## src/rtl/ie_mem_lsu_pkg.sv

```systemverilog
// -----------------------------------------------------------------------------
// ie_mem_lsu_pkg
// Shared pipeline definitions for the execute-to-memory load/store unit:
//   - write-back source select encoding (wb_sel_e)
//   - load width/sign select encoding (load_sel_e)
//   - store width select encoding (store_sel_e)
//   - memory-stage access FSM states (lsu_state_e)
//   - isMisaligned() helper shared by the E-side lookahead and the M-side flag
// -----------------------------------------------------------------------------
package ie_mem_lsu_pkg;

    typedef enum logic [1:0] {
        WB_ALU  = 2'b00,
        WB_LOAD = 2'b01,
        WB_PC   = 2'b10
    } wb_sel_e;

    typedef enum logic [2:0] {
        LD_LB  = 3'b000,
        LD_LH  = 3'b001,
        LD_LW  = 3'b010,
        LD_LBU = 3'b100,
        LD_LHU = 3'b101
    } load_sel_e;

    typedef enum logic [1:0] {
        ST_SB = 2'b00,
        ST_SH = 2'b01,
        ST_SW = 2'b10
    } store_sel_e;

    typedef enum logic {
        LSU_IDLE   = 1'b0,
        LSU_ACCESS = 1'b1
    } lsu_state_e;

    // Byte accesses can never be misaligned. Halfword accesses need an even
    // address. Everything else, including the unused encodings that fall back
    // to word behaviour, needs a word-aligned address.
    function automatic logic isMisaligned(input logic       isStore,
                                          input logic [1:0] storeSel,
                                          input logic [2:0] loadSel,
                                          input logic [1:0] offset);
        logic isByte;
        logic isHalf;
        if (isStore) begin
            isByte = (storeSel == ST_SB);
            isHalf = (storeSel == ST_SH);
        end else begin
            isByte = (loadSel == LD_LB) || (loadSel == LD_LBU);
            isHalf = (loadSel == LD_LH) || (loadSel == LD_LHU);
        end
        if (isByte)      return 1'b0;
        else if (isHalf) return offset[0];
        else             return (offset != 2'b00);
    endfunction

endpackage

```

## src/rtl/ie_mem_lsu_load_align.sv

```systemverilog
// -----------------------------------------------------------------------------
// lsu_load_align
// Purely combinational extraction of load data from a 32-bit memory word.
// Ports:
//   rdata_i    - raw word returned by data memory
//   offset_i   - byte offset within the word (address bits [1:0])
//   load_sel_i - load width/sign select (unused codes act as LW)
//   enable_i   - high when the M-stage instruction is a load
//   data_o     - aligned, sign/zero-extended result (0 when not enabled)
// -----------------------------------------------------------------------------
module lsu_load_align
    import ie_mem_lsu_pkg::*;
(
    input  logic [31:0] rdata_i,
    input  logic [1:0]  offset_i,
    input  logic [2:0]  load_sel_i,
    input  logic        enable_i,
    output logic [31:0] data_o
);

    logic [7:0]  byteVal;
    logic [15:0] halfVal;

    // Pick the addressed byte and halfword lanes, then extend according to the
    // load type. Halfword selection only looks at offset[1] because odd
    // halfword addresses are rejected as misaligned before data is consumed.
    always_comb begin
        byteVal = rdata_i[7:0];
        halfVal = offset_i[1] ? rdata_i[31:16] : rdata_i[15:0];
        case (offset_i)
            2'd0:    byteVal = rdata_i[7:0];
            2'd1:    byteVal = rdata_i[15:8];
            2'd2:    byteVal = rdata_i[23:16];
            default: byteVal = rdata_i[31:24];
        endcase

        data_o = '0;
        if (enable_i) begin
            case (load_sel_i)
                LD_LB:   data_o = {{24{byteVal[7]}}, byteVal};
                LD_LH:   data_o = {{16{halfVal[15]}}, halfVal};
                LD_LBU:  data_o = {24'd0, byteVal};
                LD_LHU:  data_o = {16'd0, halfVal};
                default: data_o = rdata_i;
            endcase
        end
    end

endmodule

```

## src/rtl/ie_mem_lsu.sv

```systemverilog
// -----------------------------------------------------------------------------
// ie_mem_lsu
// Execute/memory pipeline register plus load/store unit for the M stage.
// Ports:
//   i_clk, i_rst          - clock and synchronous active-high reset
//   *E inputs             - execute-stage control/data captured into M
//   o_dmem_*              - data-memory request (addr word aligned, byte mask)
//   i_dmem_ack/rdata      - data-memory handshake and read data
//   *M outputs            - memory-stage values handed to write-back
//   stallM                - freezes earlier stages while a request is pending
//   o_misalignM           - M-stage instruction is a misaligned memory op
// -----------------------------------------------------------------------------
module ie_mem_lsu
    import ie_mem_lsu_pkg::*;
(
    input  logic        i_clk,
    input  logic        i_rst,

    input  logic        rd_wrenE,
    input  logic [1:0]  wb_selE,
    input  logic        mem_wrenE,
    input  logic [2:0]  load_selE,
    input  logic [1:0]  store_selE,
    input  logic [31:0] alu_resultE,
    input  logic [31:0] store_dataE,
    input  logic [4:0]  rdE,
    input  logic [31:0] pc_nxtE,
    input  logic        insn_vldE,

    output logic        o_dmem_req,
    output logic        o_dmem_we,
    output logic [31:0] o_dmem_addr,
    output logic [31:0] o_dmem_wdata,
    output logic [3:0]  o_dmem_bmask,
    input  logic        i_dmem_ack,
    input  logic [31:0] i_dmem_rdata,

    output logic        rd_wrenM,
    output logic [1:0]  wb_selM,
    output logic [31:0] alu_resultM,
    output logic [31:0] ld_dataM,
    output logic [4:0]  rdM,
    output logic [31:0] pc_nxtM,
    output logic        insn_vldM,
    output logic        stallM,
    output logic        o_misalignM
);

    lsu_state_e  state_q, state_d;

    logic        rdWren_q;
    logic [1:0]  wbSel_q;
    logic        memWren_q;
    logic [2:0]  loadSel_q;
    logic [1:0]  storeSel_q;
    logic [31:0] aluResult_q;
    logic [31:0] storeData_q;
    logic [4:0]  rd_q;
    logic [31:0] pcNxt_q;
    logic        insnVld_q;

    logic        memOpM;
    logic        misalignM;
    logic        isLoadM;
    logic        memOpE;
    logic        accessE;

    // Memory-op classification for the held instruction and a lookahead on
    // the incoming one, so the FSM can enter ACCESS in the same edge that
    // captures an aligned memory op.
    always_comb begin
        memOpM    = insnVld_q && (memWren_q || (wbSel_q == WB_LOAD));
        misalignM = memOpM && isMisaligned(memWren_q, storeSel_q, loadSel_q,
                                           aluResult_q[1:0]);
        isLoadM   = insnVld_q && (wbSel_q == WB_LOAD);
        memOpE    = insnVld_q == insnVld_q && insn_vldE &&
                    (mem_wrenE || (wb_selE == WB_LOAD));
        accessE   = memOpE && !isMisaligned(mem_wrenE, store_selE, load_selE,
                                            alu_resultE[1:0]);
    end

    // The stall is combinational on ack so a zero-wait access costs no extra
    // cycle: the ack cycle itself lets the next instruction in.
    assign stallM = (state_q == LSU_ACCESS) && !i_dmem_ack;

    // Next-state: while stalled we stay put; otherwise the state follows
    // whatever is being captured this edge. An ack seen in IDLE has no effect
    // because stallM is already low there.
    always_comb begin
        state_d = state_q;
        if (!stallM) begin
            state_d = accessE ? LSU_ACCESS : LSU_IDLE;
        end
    end

    // FSM state register. Reset abandons any outstanding request.
    always_ff @(posedge i_clk) begin
        if (i_rst) begin
            state_q <= LSU_IDLE;
        end else begin
            state_q <= state_d;
        end
    end

    // E->M pipeline register: captures every unstalled edge, holds otherwise.
    always_ff @(posedge i_clk) begin
        if (i_rst) begin
            rdWren_q    <= 1'b0;
            wbSel_q     <= 2'b00;
            memWren_q   <= 1'b0;
            loadSel_q   <= 3'b000;
            storeSel_q  <= 2'b00;
            aluResult_q <= '0;
            storeData_q <= '0;
            rd_q        <= '0;
            pcNxt_q     <= '0;
            insnVld_q   <= 1'b0;
        end else if (!stallM) begin
            rdWren_q    <= rd_wrenE;
            wbSel_q     <= wb_selE;
            memWren_q   <= mem_wrenE;
            loadSel_q   <= load_selE;
            storeSel_q  <= store_selE;
            aluResult_q <= alu_resultE;
            storeData_q <= store_dataE;
            rd_q        <= rdE;
            pcNxt_q     <= pc_nxtE;
            insnVld_q   <= insn_vldE;
        end
    end

    // Store lane steering: data is replicated across lanes so the byte mask
    // alone picks the destination. Loads and SW use the full mask.
    always_comb begin
        o_dmem_bmask = 4'b1111;
        o_dmem_wdata = storeData_q;
        if (memWren_q) begin
            case (storeSel_q)
                ST_SB: begin
                    o_dmem_bmask = 4'b0001 << aluResult_q[1:0];
                    o_dmem_wdata = {4{storeData_q[7:0]}};
                end
                ST_SH: begin
                    o_dmem_bmask = 4'b0011 << aluResult_q[1:0];
                    o_dmem_wdata = {2{storeData_q[15:0]}};
                end
                default: begin
                    o_dmem_bmask = 4'b1111;
                    o_dmem_wdata = storeData_q;
                end
            endcase
        end
    end

    assign o_dmem_req  = (state_q == LSU_ACCESS);
    assign o_dmem_we   = memWren_q;
    assign o_dmem_addr = {aluResult_q[31:2], 2'b00};

    lsu_load_align uLoadAlign (
        .rdata_i    (i_dmem_rdata),
        .offset_i   (aluResult_q[1:0]),
        .load_sel_i (loadSel_q),
        .enable_i   (isLoadM),
        .data_o     (ld_dataM)
    );

    // A misaligned op never writes the register file.
    assign rd_wrenM    = rdWren_q && !misalignM;
    assign o_misalignM = misalignM;
    assign wb_selM     = wbSel_q;
    assign alu_resultM = aluResult_q;
    assign rdM         = rd_q;
    assign pc_nxtM     = pcNxt_q;
    assign insn_vldM   = insnVld_q;

endmodule

```

## config.mk

```make
export PLATFORM = sky130hd
export DESIGN_NAME = ie_mem_lsu
export DESIGN_NICKNAME = d
export VERILOG_FILES = /design/src/rtl/ie_mem_lsu_pkg.sv /design/src/rtl/ie_mem_lsu_load_align.sv /design/src/rtl/ie_mem_lsu.sv
export SDC_FILE = /design/constraint.sdc
export NUM_CORES = 1
export LEC_CHECK = 0
export ABC_AREA = 1
export CAP_MARGIN = 20
export CORE_AREA = 10 10 117 119
export DETAILED_ROUTE_END_ITERATION = 6
export DIE_AREA = 0 0 127 129
export DONT_BUFFER_PORTS = 1
export PLACE_DENSITY = 0.62
export REMOVE_ABC_BUFFERS = 1
export SYNTH_ARGS = -nofsm -noshare
export SYNTH_HDL_FRONTEND = slang
export SYNTH_SLANG_ARGS = --single-unit
```

## constraint.sdc

```tcl
create_clock -name i_clk -period 3.4 [get_ports i_clk]
set_input_delay 0.34 -clock i_clk [delete_from_list [all_inputs] [get_ports i_clk]]
set_output_delay 0.34 -clock i_clk [all_outputs]
set_load 0.02 [all_outputs]
```

=== Word level (Yosys, flattened, before mapping) ===
Cells that the tools add are included.

* Flip-flop bits (word level): 112
* Input bits: 146
* Output and inout port bits: 177
* Logic and storage cells: 65

* Equal/unequal tests: 12
* Shift-type cells: 2
* Muxes and demuxes: 17
* Reductions and logical operators: 23

{| class="wikitable"
|+ Operators with widths
! kind !! count
|-
| one-hot mux 32 bit (4 select lines) || 1
|-
| 2-to-1 mux 32 bit || 2
|-
| one-hot mux 32 bit (2 select lines) || 1
|-
| one-hot mux 8 bit (3 select lines) || 1
|-
| 2-to-1 mux 16 bit || 1
|-
| equality test 3 bit, second input constant || 4
|-
| equality test 2 x 1 -> 1 bit, second input constant || 5
|-
| 2-to-1 mux 1 bit || 9
|-
| one-hot mux 4 bit (2 select lines) || 1
|-
| logical AND 1 bit || 7
|-
| equality test 3 x 1 -> 1 bit, second input constant || 2
|-
| logical NOT 2 bit || 3
|-
| logical NOT 3 bit || 2
|-
| logical OR 1 bit || 6
|-
| 2-to-1 mux 4 bit || 1
|-
| nonzero test 2 bit || 2
|-
| << shifter 1 x 2 -> 4 bit, first input constant || 1
|-
| << shifter 2 x 2 -> 4 bit, first input constant || 1
|-
| logical NOT 1 bit || 3
|-
| equality test 2 bit, second input constant || 1
|}

=== Logic depth before layout (Yosys ltp) ===
* Word-level depth: 8
* Mapped depth: 9
* Mapped depth without buffers: 7

=== Hierarchy ===
Synthesis repeated with hierarchy kept, for this count alone.

* Cells, all modules: 768
* Area total of the unflattened synthesis: 5323.9 um^2

{| class="wikitable"
|+ Modules (own cells, without submodules)
! module !! times used !! cells an instance !! area each (um^2) !! sequential area each (um^2)
|-
| ie_mem_lsu || 1 || 624 || 4652.0 || 2242.2
|-
| lsu_load_align || 1 || 144 || 671.9 || 0.0
|}

=== Worst setup path after synthesis ===
Ideal clock, no wire load.

* Kind: register to output
* Start point: reg wbSel_q[0] (netlist: wb_selM[0])
* End point: out ld_dataM[7]
* Data arrival time: 1.586 ns
* Data required time: 3.060 ns
* Slack: 1.474 ns
* Stages on the path, launching flop included: 7
* Path buffers: 0
* Path through: dfxtp_1 inv_1 nor2_1 nand2_1 inv_1 o21ai_0 nor3_1

* Longest elaborated chain between the ends: 3

{| class="wikitable"
|+ Ends and longest elaborated chain
! item !! RTL line !! text
|-
| start: declaration || ie_mem_lsu.sv:52 || <nowiki>logic [1:0] wbSel_q;</nowiki>
|-
| start signal: assignment || ie_mem_lsu.sv:120 || <nowiki>wbSel_q <= wb_selE;</nowiki>
|-
| equality test 2 x 1 -> 1 bit || ie_mem_lsu.sv:75 || <nowiki>isLoadM = insnVld_q && (wbSel_q == WB_LOAD);</nowiki>
|-
| logical AND 1 bit || ie_mem_lsu.sv:75 ||
|-
| 2-to-1 mux 32 bit || ie_mem_lsu_load_align.sv:38 || <nowiki>if (enable_i) begin</nowiki>
|-
| end: declaration || ie_mem_lsu.sv:41 || <nowiki>output logic [31:0] ld_dataM,</nowiki>
|}

No other way between the ends.

=== Worst setup path after layout ===
Same ends and word-level chain as after synthesis.

==> metrics.cfg <==
[final_layout]
layout-drive-gt1-share_pct=7.97
final_area_sq_mm=0.00547
fin_util_pct=48.3
nets=869
layout_commonest_cell=nand2_1
antennaDiodeCount=0
area_growth_pct=0.621
nFillCells=1182
mostFrequentLayoutCells=nand2_1, dfxtp_1, a21oi_1
regArea_sq_mm=0.00224
multi_input_area_sq_mm=0.00249

[logic_synthesis]
synth_top_cells_by_area=dfxtp_1, nand2_1, a21oi_1, buf_4, nor2_1
yosysSeqAreaShare_pct=41.2
synthCells=791
synth_area_sq_mm=0.00544
yosysWarningCount=0
yosys.area.top_type_share_pct=41.2
avgSynthCellArea_sq_um=6.87
ys_ff_latch=112
synth.distinct_cells=31
synth_top_area_cell=dfxtp_1

[power_and_ir_drop]
power_density_mw_per_mm2=536
swShare_pct=30.7
p_leak_nw=2.36
vdd_drop_max_v=0.000320
p_int_w=0.00203
switching_power_w=0.000901
p_clk_share_pct=34.7
seqPwrFrac_pct=53.5
combPwrFrac_pct=11.8

[worst_setup_path]
cp-end-kind=primary output
path_class=register to primary output
arrival_ns=2.43
worstPathRequired_ns=3.06
cp-startpoint=wb_selM[0]
cp-start-kind=register
cp_max_fo=10
r2r_start=o_dmem_req

[cts]
post_cts_buffers=0
insertion_delay_ns=0.34
cts_sinks=112
ctsLongestPathBuffers=2
clockRootBuffer=clkbuf_16
htree_levels=3
cts_buffers=9
post_cts_resized=0
tritoncts=yes
cts_hold_buf=0
clkTransAtPathRegs_ns=0.08

[detailed_routing]
wl_um=17100
postRouteAntennaNets=0
drc=0
drt-pass1-iter-count=4
dr_total_vias=4789
via_per_inst=5.50
first_iter_violations=373
route.detailed.wl_per_inst_um=19.6

[floorplan]
boundaryPins=323
dieArea_sq_mm=0.0164
rows=39
die_w_um=127
core_area_sq_mm=0.0113
die_h_um=129
start_util_pct=48.0

[global_routing]
grt_max_degree=137
antenna_found_initial=0
grt_pass1_vias=4705
grt.overflow.total=0
grtUsageTotal_pct=19.4
grt_pass1_wl_um=26100

[worst_hold_path]
hold_path_class=input pin to register
holdCritStartpoint=i_rst

[flow_run]
drv_cap=0

[sta]
drv_slew=0
timing.hold.ws_ns=0.0624
min_period_ns=2.77
hold_viol=0
worstMarginPinSlew_ns=0.806
rsz0062_at_grt=no
max_freq_ghz=0.361
fin_tns_setup_ns=0
period_share_pct=81.4
clock_skew_ns=0.00928
relSlewSlack_pct=45.7
setup_ws_ns=0.632
setup_viol=0

[run_status]
outcome=finished, final reports clean

[placed_design]
portBuffers=0
place_hpwl_um=12800
place_ws_ns=1.01
dpl_cell_area_sq_mm=0.00518
gp_congestion=0.834

critical path: stages (launching register included):
cell and delay [ns]:
dfxtp_1 0.46, inv_1 0.09, nor2_1 0.21, nand2_1 0.23, inv_1 0.31, o21ai_0 0.14, nor3_1 0.65
kinds of logic after synthesis:
family,synth area share (%)
buffers and inverters,13.2
other,0.0690
DFF,41.2
and+or+nand+nor,27.2
AOI/OAI and AO/OA,18.3
state kept, by name, indices dropped and copies added (netlist names):
register     cells
o_dmem_req       1
pc_nxtM         32
insn_vldM        1
rdWren_q         1
o_dmem_we        1
storeData_q     32
loadSel_q        3
rdM              5
storeSel_q       2
wb_selM          2
alu_resultM     32
per-layer routing:
| metal | track usage (%) | share of wire, % | up-vias |
|---|---|---|---|
| met5 | 0 | 0 | - |
| met4 | 6.56 | 1.8 | 0 |
| met3 | 8.87 | 12 | 24 |
| met2 | 33.5 | 51 | 222 |
| met1 | 20.7 | 36 | 2186 |
| li1 | - | - | 2357 |
worst paths after layout:
kind,slack (ns),cells past startpoint,to
hold reg to reg,0.46,2,storeData_q[26]
hold / removal,0.06,1,pc_nxtM[16]
setup / recovery,0.63,6,ld_dataM[7]
setup reg to reg,1.75,6,pc_nxtM[12]
per-stage QoR:
stage,instances,power (W)
6_report,871,0.00293
5_1_grt,871,0.00308
4_1_cts,871,0.00298
3_5_place_dp,855,0.00195
3_3_place_gp,855,0.00194
2_1_floorplan,700,0.00185
power by group through the flow:
| stage | registers [W] | clock network, W | logic [W] |
|---|---|---|---|
| 3_3_place_gp | 0.00160 | 0 | 0.000340 |
| 4_1_cts | 0.00157 | 0.00106 | 0.000351 |
| 3_5_place_dp | 0.00160 | 0 | 0.000350 |
| 5_1_grt | 0.00158 | 0.00111 | 0.000392 |
| 2_1_floorplan | 0.00158 | 0 | 0.000268 |
| 6_report | 0.00157 | 0.00102 | 0.000346 |
cell usage after synthesis (all sizes together):
cell,instances
o22ai,8
a21boi,1
dfxtp,112
o211ai,1
nor2,77
nand2,254
clkbuf,25
or2,8
conb,1
o21ai,42
nor3,7
nand3b,1
a21oi,102
clkinv,1
and2,1
inv,42
a31oi,2
nand3,13
buf,67
a211oi,26
area by class of cell:
type / instances / share of cell area (%)
multi-input cells: 545 / 45.4
flip-flops and latches: 112 / 41.0
clock buffers: 10 / 4.37
well taps: 143 / 3.27
inverters: 43 / 3.04
repair buffers: 12 / 1.88
clock inverters: 6 / 1.01
Note: power is estimated with default switching activity, not from simulation.
